**src/rtl/key_pulse_gen_pkg.sv**
```systemverilog
// Shared definitions for the key pulse front-end: FSM state encoding and
// default timing for the 12 MHz board clock.
package key_pulse_gen_pkg;

    typedef enum logic [1:0] {
        ST_IDLE   = 2'd0,
        ST_HOLD   = 2'd1,
        ST_REPEAT = 2'd2
    } key_state_t;

    localparam int DEF_DEBOUNCE_CYCLES = 240000;   // 20 ms
    localparam int DEF_HOLD_CYCLES     = 6000000;  // 500 ms
    localparam int DEF_REPEAT_CYCLES   = 1200000;  // 100 ms
    localparam int DEF_CNT_W           = 23;

endpackage

```
**src/rtl/key_pulse_gen_if.sv**
```systemverilog
// Button-side bundle: raw active-low keys in, debounced levels and strobes out.
interface key_pulse_gen_if;
    logic key_up_n;
    logic key_down_n;
    logic up_pulse;
    logic down_pulse;
    logic up_level;
    logic down_level;

    modport master (
        output key_up_n, key_down_n,
        input  up_pulse, down_pulse, up_level, down_level
    );

    modport slave (
        input  key_up_n, key_down_n,
        output up_pulse, down_pulse, up_level, down_level
    );
endinterface

```
**src/rtl/key_pulse_gen_debounce_ch.sv**
```systemverilog
// One key channel: 2-flop synchronizer, counter debounce, press pulse and
// auto-repeat FSM.
//
//   state     | meaning
//   ST_IDLE   | key released, waiting for debounced press
//   ST_HOLD   | pressed, counting to first auto-repeat (or inhibited)
//   ST_REPEAT | pressed, emitting a pulse every REPEAT_CYCLES
module key_debounce_ch
    import key_pulse_gen_pkg::*;
#(
    parameter int DEBOUNCE_CYCLES = DEF_DEBOUNCE_CYCLES,
    parameter int HOLD_CYCLES     = DEF_HOLD_CYCLES,
    parameter int REPEAT_CYCLES   = DEF_REPEAT_CYCLES,
    parameter int CNT_W           = DEF_CNT_W
) (
    input  logic clk_in,
    input  logic rst_n_in,
    input  logic key_n,
    input  logic inhibit_repeat,
    output logic pulse,
    output logic level
);

    localparam longint CNT_MAX = (longint'(1) << CNT_W) - 1;

    if (DEBOUNCE_CYCLES < 2 || HOLD_CYCLES < 2 || REPEAT_CYCLES < 2) begin : g_bad_cycles
        $error("key_debounce_ch: every *_CYCLES parameter must be >= 2");
    end
    if (longint'(DEBOUNCE_CYCLES) - 1 > CNT_MAX || longint'(HOLD_CYCLES) - 1 > CNT_MAX ||
        longint'(REPEAT_CYCLES) - 1 > CNT_MAX) begin : g_bad_width
        $error("key_debounce_ch: CNT_W too narrow for the timing parameters");
    end

    localparam logic [CNT_W-1:0] DEB_TC = CNT_W'(DEBOUNCE_CYCLES - 1);
    localparam logic [CNT_W-1:0] HLD_TC = CNT_W'(HOLD_CYCLES - 1);
    localparam logic [CNT_W-1:0] REP_TC = CNT_W'(REPEAT_CYCLES - 1);

    logic             sync1, sync2, s;
    logic [CNT_W-1:0] dcnt, dcnt_nxt;
    logic [CNT_W-1:0] rcnt, rcnt_nxt;
    logic             level_nxt, pulse_nxt;
    key_state_t       state, state_nxt;

    always_ff @(posedge clk_in or negedge rst_n_in) begin
        if (!rst_n_in) begin
            sync1 <= 1'b1;
            sync2 <= 1'b1;
            dcnt  <= '0;
            rcnt  <= '0;
            level <= 1'b0;
            pulse <= 1'b0;
            state <= ST_IDLE;
        end else begin
            sync1 <= key_n;
            sync2 <= sync1;
            dcnt  <= dcnt_nxt;
            rcnt  <= rcnt_nxt;
            level <= level_nxt;
            pulse <= pulse_nxt;
            state <= state_nxt;
        end
    end

    assign s = ~sync2;

    // The counter only ever reaches DEB_TC, where it clears, so it cannot wrap.
    always_comb begin
        level_nxt = level;
        dcnt_nxt  = '0;
        if (s != level) begin
            if (dcnt == DEB_TC) begin
                level_nxt = s;
            end else begin
                dcnt_nxt = dcnt + 1'b1;
            end
        end
    end

    // Decisions use the level being registered this edge, so the press pulse
    // lines up with the level rise and a falling level never pulses.
    always_comb begin
        state_nxt = state;
        rcnt_nxt  = rcnt;
        pulse_nxt = 1'b0;
        if (!level_nxt) begin
            state_nxt = ST_IDLE;
            rcnt_nxt  = '0;
        end else if (!level) begin
            pulse_nxt = 1'b1;
            state_nxt = ST_HOLD;
            rcnt_nxt  = '0;
        end else if (inhibit_repeat) begin
            state_nxt = ST_HOLD;
            rcnt_nxt  = '0;
        end else begin
            case (state)
                ST_HOLD: begin
                    if (rcnt == HLD_TC) begin
                        pulse_nxt = 1'b1;
                        state_nxt = ST_REPEAT;
                        rcnt_nxt  = '0;
                    end else begin
                        rcnt_nxt = rcnt + 1'b1;
                    end
                end
                ST_REPEAT: begin
                    if (rcnt == REP_TC) begin
                        pulse_nxt = 1'b1;
                        rcnt_nxt  = '0;
                    end else begin
                        rcnt_nxt = rcnt + 1'b1;
                    end
                end
                ST_IDLE: begin
                    state_nxt = ST_HOLD;
                    rcnt_nxt  = '0;
                end
                default: begin
                    state_nxt = ST_IDLE;
                    rcnt_nxt  = '0;
                end
            endcase
        end
    end

endmodule

```
**src/rtl/key_pulse_gen.sv**
```systemverilog
// Two-key front end: debounced UP/DOWN levels and press/auto-repeat strobes.
// Auto-repeat is suppressed on both keys while both are held.
module key_pulse_gen
    import key_pulse_gen_pkg::*;
#(
    parameter int DEBOUNCE_CYCLES = DEF_DEBOUNCE_CYCLES,
    parameter int HOLD_CYCLES     = DEF_HOLD_CYCLES,
    parameter int REPEAT_CYCLES   = DEF_REPEAT_CYCLES,
    parameter int CNT_W           = DEF_CNT_W
) (
    input  logic          clk_in,
    input  logic          rst_n_in,
    key_pulse_gen_if.slave kp
);

    logic up_lvl, down_lvl, up_pls, down_pls;
    logic inhibit_repeat;

    assign inhibit_repeat = up_lvl & down_lvl;

    key_debounce_ch #(
        .DEBOUNCE_CYCLES (DEBOUNCE_CYCLES),
        .HOLD_CYCLES     (HOLD_CYCLES),
        .REPEAT_CYCLES   (REPEAT_CYCLES),
        .CNT_W           (CNT_W)
    ) u_up (
        .clk_in         (clk_in),
        .rst_n_in       (rst_n_in),
        .key_n          (kp.key_up_n),
        .inhibit_repeat (inhibit_repeat),
        .pulse          (up_pls),
        .level          (up_lvl)
    );

    key_debounce_ch #(
        .DEBOUNCE_CYCLES (DEBOUNCE_CYCLES),
        .HOLD_CYCLES     (HOLD_CYCLES),
        .REPEAT_CYCLES   (REPEAT_CYCLES),
        .CNT_W           (CNT_W)
    ) u_down (
        .clk_in         (clk_in),
        .rst_n_in       (rst_n_in),
        .key_n          (kp.key_down_n),
        .inhibit_repeat (inhibit_repeat),
        .pulse          (down_pls),
        .level          (down_lvl)
    );

    assign kp.up_pulse   = up_pls;
    assign kp.down_pulse = down_pls;
    assign kp.up_level   = up_lvl;
    assign kp.down_level = down_lvl;

endmodule

```
**src/flat_wrapper.sv**
```systemverilog
// flat-port wrapper written by rule: the top's interface ports become plain ports
module key_pulse_gen_flat import key_pulse_gen_pkg::*;
#(
    parameter int DEBOUNCE_CYCLES = DEF_DEBOUNCE_CYCLES,
    parameter int HOLD_CYCLES     = DEF_HOLD_CYCLES,
    parameter int REPEAT_CYCLES   = DEF_REPEAT_CYCLES,
    parameter int CNT_W           = DEF_CNT_W
)
  (clk_in, rst_n_in, kp_key_up_n, kp_key_down_n, kp_up_pulse, kp_down_pulse, kp_up_level, kp_down_level);
  key_pulse_gen_if kp_i ();
  input  logic clk_in;
  input  logic rst_n_in;
  input wire logic [$bits(kp_i.key_up_n)-1:0] kp_key_up_n;
  input wire logic [$bits(kp_i.key_down_n)-1:0] kp_key_down_n;
  output wire logic [$bits(kp_i.up_pulse)-1:0] kp_up_pulse;
  output wire logic [$bits(kp_i.down_pulse)-1:0] kp_down_pulse;
  output wire logic [$bits(kp_i.up_level)-1:0] kp_up_level;
  output wire logic [$bits(kp_i.down_level)-1:0] kp_down_level;
  assign kp_i.key_up_n = kp_key_up_n;
  assign kp_i.key_down_n = kp_key_down_n;
  assign kp_up_pulse = kp_i.up_pulse;
  assign kp_down_pulse = kp_i.down_pulse;
  assign kp_up_level = kp_i.up_level;
  assign kp_down_level = kp_i.down_level;
  key_pulse_gen #(.DEBOUNCE_CYCLES(DEBOUNCE_CYCLES), .HOLD_CYCLES(HOLD_CYCLES), .REPEAT_CYCLES(REPEAT_CYCLES), .CNT_W(CNT_W)) u_core (.clk_in(clk_in), .rst_n_in(rst_n_in), .kp(kp_i));
endmodule
```
**config.mk**
```make
export PLATFORM = sky130hd
export DESIGN_NAME = key_pulse_gen_flat
export DESIGN_NICKNAME = d
export VERILOG_FILES = /design/src/rtl/key_pulse_gen_pkg.sv /design/src/rtl/key_pulse_gen_if.sv /design/src/rtl/key_pulse_gen_debounce_ch.sv /design/src/rtl/key_pulse_gen.sv /design/src/flat_wrapper.sv
export SDC_FILE = /design/constraint.sdc
export NUM_CORES = 1
export LEC_CHECK = 0
export ABC_AREA = 1
export CORE_MARGIN = 2
export CORE_UTILIZATION = 45
export CTS_CLUSTER_SIZE = 24
export DETAILED_ROUTE_END_ITERATION = 8
export SYNTH_ARGS = -nofsm -noshare
export SYNTH_HDL_FRONTEND = slang
export SYNTH_SLANG_ARGS = --single-unit
```
**constraint.sdc**
```tcl
create_clock -name clk_in -period 1.55 [get_ports clk_in]
set_input_delay 0.2325 -clock clk_in [delete_from_list [all_inputs] [get_ports clk_in]]
set_output_delay 0.2325 -clock clk_in [all_outputs]
set_load 0.03 [all_outputs]
```
# Word level (Yosys, flattened, before mapping)
# Cells that the tools add are included.
[totals]
register_bits = 104
latchBits = 0
mem_bits_rw = 0
mem_bits_ro = 0
in_bits = 4
out_inout_bits = 4
word_cells = 83
n_memories = 0
[classes]
add_sub_neg = 4
mul = 0
div = 0
magnitude_cmp = 0
eq_ne = 16
shifts = 0
muxes = 42
bitwise_logic = 3
reduce_logical = 4
[op_table]
columns = ["op", "count"]
rows = [
  ["23-bit 2-to-1 mux", 14],
  ["23-bit by 1-bit adder with 23-bit output (second input constant)", 4],
  ["23-bit one-hot mux with 2 select lines", 2],
  ["23-bit by 18-bit == test with 1-bit output (second input constant)", 2],
  ["23-bit by 21-bit == test with 1-bit output (second input constant)", 2],
  ["23-bit == test (second input constant)", 2],
  ["2-bit 2-to-1 mux", 8],
  ["1-bit 2-to-1 mux", 14],
  ["2-bit one-hot mux with 3 select lines", 2],
  ["5-bit by 4-bit != test with 1-bit output (second input constant)", 2],
  ["4-bit by 3-bit != test with 1-bit output (second input constant)", 2],
  ["2-bit by 1-bit == test with 1-bit output (second input constant)", 2],
  ["2-bit == test (second input constant)", 2],
  ["2-bit zero test", 2],
  ["1-bit one-hot mux with 2 select lines", 2],
  ["2-bit AND reduction", 2],
  ["1-bit != test", 2],
  ["1-bit NOT", 2],
  ["1-bit bitwise AND", 1],
]

# Logic depth before layout (Yosys ltp)
[logic_depth]
depth_word = 6
ltp_mapped = 11
ltp_nobuf = 11

# Modules after synthesis
# A second synthesis with hierarchy kept.
[unflattened]
hier_cells = 814
area_unflattened_um2 = 6135.9
[by_module_without_submodules]
columns = ["mod", "n_inst", "cells_per_inst", "area_per_inst_um2", "seq_area_each_um2"]
rows = [
  ["key_debounce_ch", 2, 406, 3064.2, 1303.8],
  ["key_pulse_gen", 1, 2, 7.5, 0.0],
]

# Worst setup path after synthesis
# OpenSTA, ideal clock, no wires.
[synth_timing]
kind = "reg2reg"
startpoint = "reg u_core.u_down.rcnt[0]"
endpoint = "reg u_core.u_down.rcnt[11]"
setup_ns = 0.123
arrival_ns = 1.416
required_time_ns = 1.427
setup_slack_ns = 0.011
stages_incl_launch_ff = 10
path_buffers = 1
synth_period_minus_slack_ns = 1.539
cell_sequence = "dfrtp_1 ha_1 nand3_2 nor2_2 nand3_1 nand2_2 nand2_1 nand2_2 buf_6 nor3_1"
[synth_via]
elab_chain_len = 6
elab_cells_between_ends = 9
classes_between = "add/sub (1); eq/ne (2); mux (6)"
[synth_rtl]
columns = ["element", "line", "rtl"]
rows = [
  ["start: declaration", "key_pulse_gen_debounce_ch.sv:40", "logic [CNT_W-1:0] rcnt, rcnt_nxt;"],
  ["start signal: assignment", "key_pulse_gen_debounce_ch.sv:57", "rcnt <= rcnt_nxt;"],
  ["23-bit by 1-bit adder with 23-bit output, or another cell as far along", "key_pulse_gen_debounce_ch.sv:103, key_pulse_gen_debounce_ch.sv:111", ""],
  ["23-bit 2-to-1 mux (on tied branches)", "key_pulse_gen_debounce_ch.sv:107, key_pulse_gen_debounce_ch.sv:98", ""],
  ["23-bit one-hot mux with 2 select lines *", "key_pulse_gen_debounce_ch.sv:96", "case (state)"],
  ["23-bit 2-to-1 mux *", "key_pulse_gen_debounce_ch.sv:92", "end else if (inhibit_repeat) begin"],
  ["23-bit 2-to-1 mux *", "key_pulse_gen_debounce_ch.sv:88", "end else if (!level) begin"],
  ["23-bit 2-to-1 mux *", "key_pulse_gen_debounce_ch.sv:85", "if (!level_nxt) begin"],
  ["named net u_core.u_down.rcnt_nxt[11]", "key_pulse_gen_debounce_ch.sv:40", ""],
]
# Mark *: on every way through the listed nets, which the timed path passes. The rest lies on a longest branch.
# A chain may end at the register's enable or synchronous reset.

# Final worst setup path
[layout_timing]
startpoint = "reg u_core.u_down.rcnt[0]"
endpoint = "reg u_core.u_down.rcnt[16]"
# The elaborated chain is that of the path after synthesis.

==> metrics.md <==
| Metric | Value |
|---|---|
| Multi-input logic area | approximately 3600 um2 |
| Non-filler instance count after layout | between 1k and 1.5k |
| Sw frac | 0.212 |
| Cell Chain, Critical Path | ha_4 > nand3_4 > nor2_4 > inv_1 > nor2_1 > nand2_2 > nand2_2 > bufbuf_16 > nor3_2 |
| Failing checks | setup timing |
| Starting Density | 0.460 |
| Hold Crit Class | input port to flip-flop |
| Via count | 5,638 |
| Status | finished, violations left |
| Synth Instances | roughly 870 |
| Element type at the critical path end | flip-flop |
| Total number of H-tree levels | 3 |
| Internal | approximately 4200 uW |
| Num CTS Buffers | 9 |
| Area delta synth->final | 24.7% |
| Nets | roughly 980 |
| CTS max path bufs | 2 |
| Final min period | roughly 1600 ps |
| Largest net degree at the start of global routing | 30 |
| Worst-Margin Slew | 347 ps |
| CP max stage delay | 390 ps |
| Bufs and invs on worst path | 2 |
| Post-route setup slack | -67.2 ps |
| Design Power | 5390 uW |
| Placed cells | 1,103 |
| Top achievable clock speed | between 600 and 700 MHz |
| Vias per cell | between 4 and 5 |
| Number of synthesized flops with an enable pin | 0 |
| First-pass DRT Iterations | 8 |
| WL/cell | approximately 13 um |
| CTS tree | yes |
| Library cells used by synthesis | 37 |
| Final worst path period share | 1.04 |
| Critical Path RT | about 1800 ps |
| IO buf count | 7 |
| Leak | roughly 0.0033 uW |
| Fin. max-slew vios | 0 |
| Async set or reset register ratio after synthesis | 1.00 |
| Pwr dens | 680 nW/um2 |
| Final hold viol count | 0 |
| Vias in the first global route | about 5.4k |
| Synthesis-stage register bit count | ~100 |
| Routed Antenna Nets | 0 |
| Clock Tree Root | clkbuf_16 |
| DRC viols | 0 |
| Mapped Area | between 6000 and 7000 um2 |
| Clock skew | between 8 and 9 ps |
| Initial detailed-routing violation count | ~410 |
| Top post-synthesis cells by area | dfrtp_1 (39%), nand2_1 (11%), nor2_1 (11%), inv_1 (6.0%), xor2_1 (5.5%) |
| Fillcell total | roughly 1.3k |
| First-pass GRT wire length | 25.3 mm |
| Syn_area_per_cell | 7.31 um2 |
| Initial antenna violation count | 0 |
| Reg area | around 2600 um2 |
| CTS Sinks | 104 |
| Diode count | 0 |
| Congestion Overflow GR | 0 |
| Syn_nets | just under 900 |
| RSZ-0062 raised after global routing | true |
| # IOs | 8 |
| Synth top area share | 0.394 |
| FF-to-FF setup slack | -70 ps |
| Worst-skew pair later-pin latency | 350 ps |
| Startpoint types | flip-flop |
| HPWL after DPL | 10.6 mm |
| Core region area | around 14,000 um2 |
| Final setup fails | 31 |
| Commonest non-fill, non-tap cell in the layout | nand2_1 |
| Arr. time, crit path | about 1900 ps |
| Headroom to the max-slew limit | 0.767 |
| GP Congestion | 0.882 |
| CP Class | flip-flop to flip-flop |
| Flop pwr share | 0.510 |
| Most used cell, CP | nand2_2 |
| Peak supply drop | approximately 0.00053 V |
| GRT Total Usage | 0.211 |
| Clock Power Share | 0.458 |
| Max-cap viol count | 0 |
| Row cnt | 43 |
| Die X | about 120 um |
| Yosys warnings | 0 |
| Wirelength, routed | 15.1 mm |
| Worst-path clk slew | 70 ps |
| Slowest-stage cell, CP | dfrtp_1 |
| CP max FO | 10 |
| Top_reg_cell synth | dfrtp_1 |
| Die Y | about 120 um |
| Final core utilization | 0.573 |
| Area leader, netlist | dfrtp_1 |
| Combinational power share | 0.032 |
| NetSw | approximately 1100 uW |
| Fin Hold WS | roughly 290 ps |
| Delay-heaviest family, CP | simple AND/OR/NAND/NOR gates |
| Share of layout cells above drive strength 1 | 0.224 |
| Sequential area share after synthesis | 0.410 |
| Die area | about 15,000 um2 |
| Most frequent cells in the layout | nand2_1 (183), nor2_1 (166), inv_1 (100) |
-- worst reg2reg max path: cells and delay by family, from the launching register on --
kind	cells	cell delay, ps
AND/OR/NAND/NOR	6	580
buffers and inverters	2	350
flip-flops	1	390
adder cells (fa/ha/maj)	1	170
-- stage by stage --
| step | TNS, ps | area [um2] | worst slack (ps) |
|---|---|---|---|
| floorplan | 0 | 6360 | 10.6 |
| global placement | 0 | 7060 | 11.1 |
| detailed placement | -796 | 7060 | -40.3 |
| CTS | -223 | 7590 | -24.1 |
| global route | -7160 | 7930 | -158 |
| finish | -769 | 7930 | -67.2 |
-- logic make-up after synthesis --
kind of cell	after synthesis	synth area share
XOR/XNOR	51	0.0703
AND/OR/NAND/NOR	546	0.384
adder cells (fa/ha/maj)	12	0.0236
buffers and inverters	118	0.0791
AO/OA/AOI/OAI	38	0.0325
flip-flops	104	0.410
-- Yosys cell counts (all sizes together), types with 4 or more instances --
cell type,count
nand3b,7
dfstp,4
xor2,40
buf,11
nand2,208
inv,105
a21oi,19
nand4,22
o21ai,12
xnor2,11
nor3,49
dfrtp,100
nor2,196
nand3,59
ha,12
-- per-layer routing --
layer,vias to the layer above,wire [um],track usage
met2,89,7060,0.342
met4,0,212,0.0553
li1,2916,-,-
met5,-,0,0
met1,2611,7300,0.287
met3,22,484,0.0451
-- state kept, by name (all words and copies together), names as in the netlist --
signal / flops
u_core.u_down.dcnt: 23
u_core.u_down.level: 1
u_core.u_down.pulse: 1
u_core.u_down.rcnt: 23
u_core.u_down.state: 2
u_core.u_down.sync1: 1
u_core.u_down.sync2: 1
u_core.u_up.dcnt: 23
u_core.u_up.level: 1
u_core.u_up.pulse: 1
u_core.u_up.rcnt: 23
u_core.u_up.state: 2
u_core.u_up.sync1: 1
u_core.u_up.sync2: 1
-- repair_timing --
action | in CTS | in global routing
pin swaps | 8 | 16
endpoints found under the setup margin | 47 | 83
hold buffers | 1 | 0
buffers inserted | 8 | 15
endpoints found under the hold margin | 20 | 0
resized for setup | 29 | 73
gates cloned | 1 | 2
-- area by class of cell --
type / count / area share
Multi-Input combinational cell: 648 / 0.449
Sequential cell: 104 / 0.331
Timing Repair Buffer: 89 / 0.0990
Inverter: 106 / 0.0512
Clock buffer: 10 / 0.0302
Tap cell: 180 / 0.0284
Clock inverter: 6 / 0.0104
Timing Repair inverter: 1 / 0.000789
-- worst paths after layout --
path	startpoint	cells after the start	to
max in group asynchronous	rst_n_in	3	u_core.u_up.sync2$_DFF_PN1_
worst min register to register	u_core.u_down.sync1$_DFF_PN1_	0	u_core.u_down.sync2$_DFF_PN1_
worst max-delay path	u_core.u_down.rcnt[0]$_DFF_PN0_	9	u_core.u_down.rcnt[16]$_DFF_PN0_
worst min-delay path	kp_key_down_n	1	u_core.u_down.sync1$_DFF_PN1_
min in group asynchronous	rst_n_in	2	u_core.u_down.rcnt[11]$_DFF_PN0_
worst max register to register	u_core.u_down.rcnt[0]$_DFF_PN0_	9	u_core.u_down.rcnt[16]$_DFF_PN0_
-- power by group through the flow --
stage               clock [uW]  sequential [uW]  combinational [uW]
global route              2650             2750                 199
finish                    2470             2750                 171
floorplan                    0             2800                43.5
CTS                       2530             2750                 159
detailed placement           0             2800                 152
global placement             0             2800                 153
No activity file was read; power rests on OpenSTA's default activity.
==> RTL change (same flow settings) <==
The 3 states of `key_state_t` get a one-hot encoding in 3 bits.
--- a/src/rtl/key_pulse_gen_pkg.sv
+++ b/src/rtl/key_pulse_gen_pkg.sv
@@ -3,8 +3,8 @@
 package key_pulse_gen_pkg;
 
-    typedef enum logic [1:0] {
-        ST_IDLE   = 2'd0,
-        ST_HOLD   = 2'd1,
-        ST_REPEAT = 2'd2
+    typedef enum logic [2:0] {
+        ST_IDLE   = 3'b001,
+        ST_HOLD   = 3'b010,
+        ST_REPEAT = 3'b100
     } key_state_t;
 
Check against the original RTL: same outputs for any inputs over 10 cycles, from zero or initial values and one cycle with rst_n_in low; not proved beyond that.
==> RTL change against the unedited design <==
The run still ends with setup timing left; critical path depth up 2; power up 0.30%; cell area is 8.0% higher; sequential power rose by 2%; non-clock buffer count grew 50; sequential cell count increased by 2; worst setup slack worse by 21 ps; sequential share of layout area shrank 2.0 points; first-iteration DRC count is 0.98% higher; clock skew is 1.2 ps lower; routed wire length grew 8.1%; synthesized area rose by 0.71%; largest cell class unchanged; highest routed layer unchanged.
==> RTL change: results (changes against the unedited design) <==
Logic synthesis
  – Synth cell types: 40 (+8.1%)
  – Most area-consuming cells after synthesis: dfrtp_1, nand2_1, nor2_1
  – Synth cell count leaders: nand2_1, nor2_1, dfrtp_1
  – Sequential area share after synthesis: 41.56% (+0.53 points)
  – Compound-Gate Fraction of Synth Area: 3.030% (-0.22 points)
  – Area share of fa/ha/maj cells after synthesis: 0.7819% (-1.6 points)

Finish
  – Layout clock buffer count: 11 (+1)
  – Clock-cell share of area: 3.685% (-0.37 points)
  – FF+latch area: 2661 sq um (+1.6%)
  – Plain + repair buffers: 139 (+56%)
  – Fin nets: 1,041 (+6.8%)
  – Fillers: 1,302 (-0.38%)
  – #MultiIn Comb: 672 (+3.7%)
  – Invs w/o clock: 105 (-1.9%)

Die
  – Die X: 123.3 um (+0.34%)

Power and ir drop
  – Sequential cell power: 2.80 mW (+2%)
  – Pleak: 3.853 nW (+16%)
  – Peak supply drop: 0.5821 mV (+9.2%)

GRT
  – Met3 global-route usage: 3.367% (-1.1 points)
  – Met1 Use GR: 30.42% (+1.8 points)
  – Total Routing Usage GR: 21.66% (+0.57 points)
  – Grt met2 use: 34.65% (+0.50 points)
  – First-pass GRT wire length: 26,100 um (+3.1%)
  – Number of global-route vias before repair: 5,597 (+3.5%)

Outcome
  – Failing checks: setup timing
  – Status: finished, violations left

CTS
  – Post-CTS setup repair buffer count: 4 (-4)
  – Clock Sinks: 106 (+1.9%)
  – Post-CTS Resized: 18 (-38%)

Placement
  – RD Place Congestion: 0.8862 (+0.48%)
  – Placed Cells: 1,180 (+7.0%)
  – DP Area: 7505 sq um (+6.3%)

Worst setup path
  – CP peak stage delay: 350 ps (-40 ps)
  – Critical Path Start: u_core.u_down.rcnt[1]
  – CP Max Fanout: 6 (-4)
  – Critical Path Sink: u_core.u_down.rcnt[4]
  – Crit Reg-Reg Startpoint: u_core.u_down.rcnt[1]
  – Worst Path Arrival: 1890 ps (+40 ps)

Detailed routing
  – First-pass detailed-route iteration total: 4 (-4)
  – Wl on met1: 7787 um (+6.7%)
  – Met3 WL: 464 um (-4.1%)
  – Wire per inst: 13.36 um (+1.5%)
  – Via/cell ratio: 4.916 (-0.24%)

STA
  – Worst setup margin: -88.51 ps (-21.31 ps)
  – Clk_skew: 7.580 ps (-1.199 ps)
  – Setup violators final: 49 (+58%)
  – Final hold slack: 276.8 ps (-8.205 ps)
  – Sum Neg Setup Slack: -2396 ps (-1627 ps)
  – Worst-Margin Slew: 450.5 ps (+103.0 ps)
## RTL change: cell count changes after synthesis, moves of 7 or more
cell / change
ha_1: -8
nand2_1: +41
nand4_1: +10
nor2_1: +18
nor3_1: -16
xnor2_1: -7
## RTL change: worst min-delay path by stage
stage                             start  cells after the start                      to
after floorplan                rst_n_in                      0   u_core.u_down.dcnt[0]
after global placement         rst_n_in                      1  u_core.u_down.rcnt[15]
after detailed placement       rst_n_in                      1  u_core.u_down.rcnt[19]
after CTS                 kp_key_down_n                      1     u_core.u_down.sync1
after global routing      kp_key_down_n                      1     u_core.u_down.sync1
final                       kp_key_up_n                      1       u_core.u_up.sync1
## RTL change: per-stage QoR
stage / setup slack [ps] / power, mW
2_1_floorplan: 22.86 / 2.892
3_3_place_gp: -67.72 / 3.006
3_5_place_dp: -102.3 / 3.008
4_1_cts: -26.70 / 5.456
5_1_grt: -207.0 / 5.595
6_report: -88.51 / 5.407
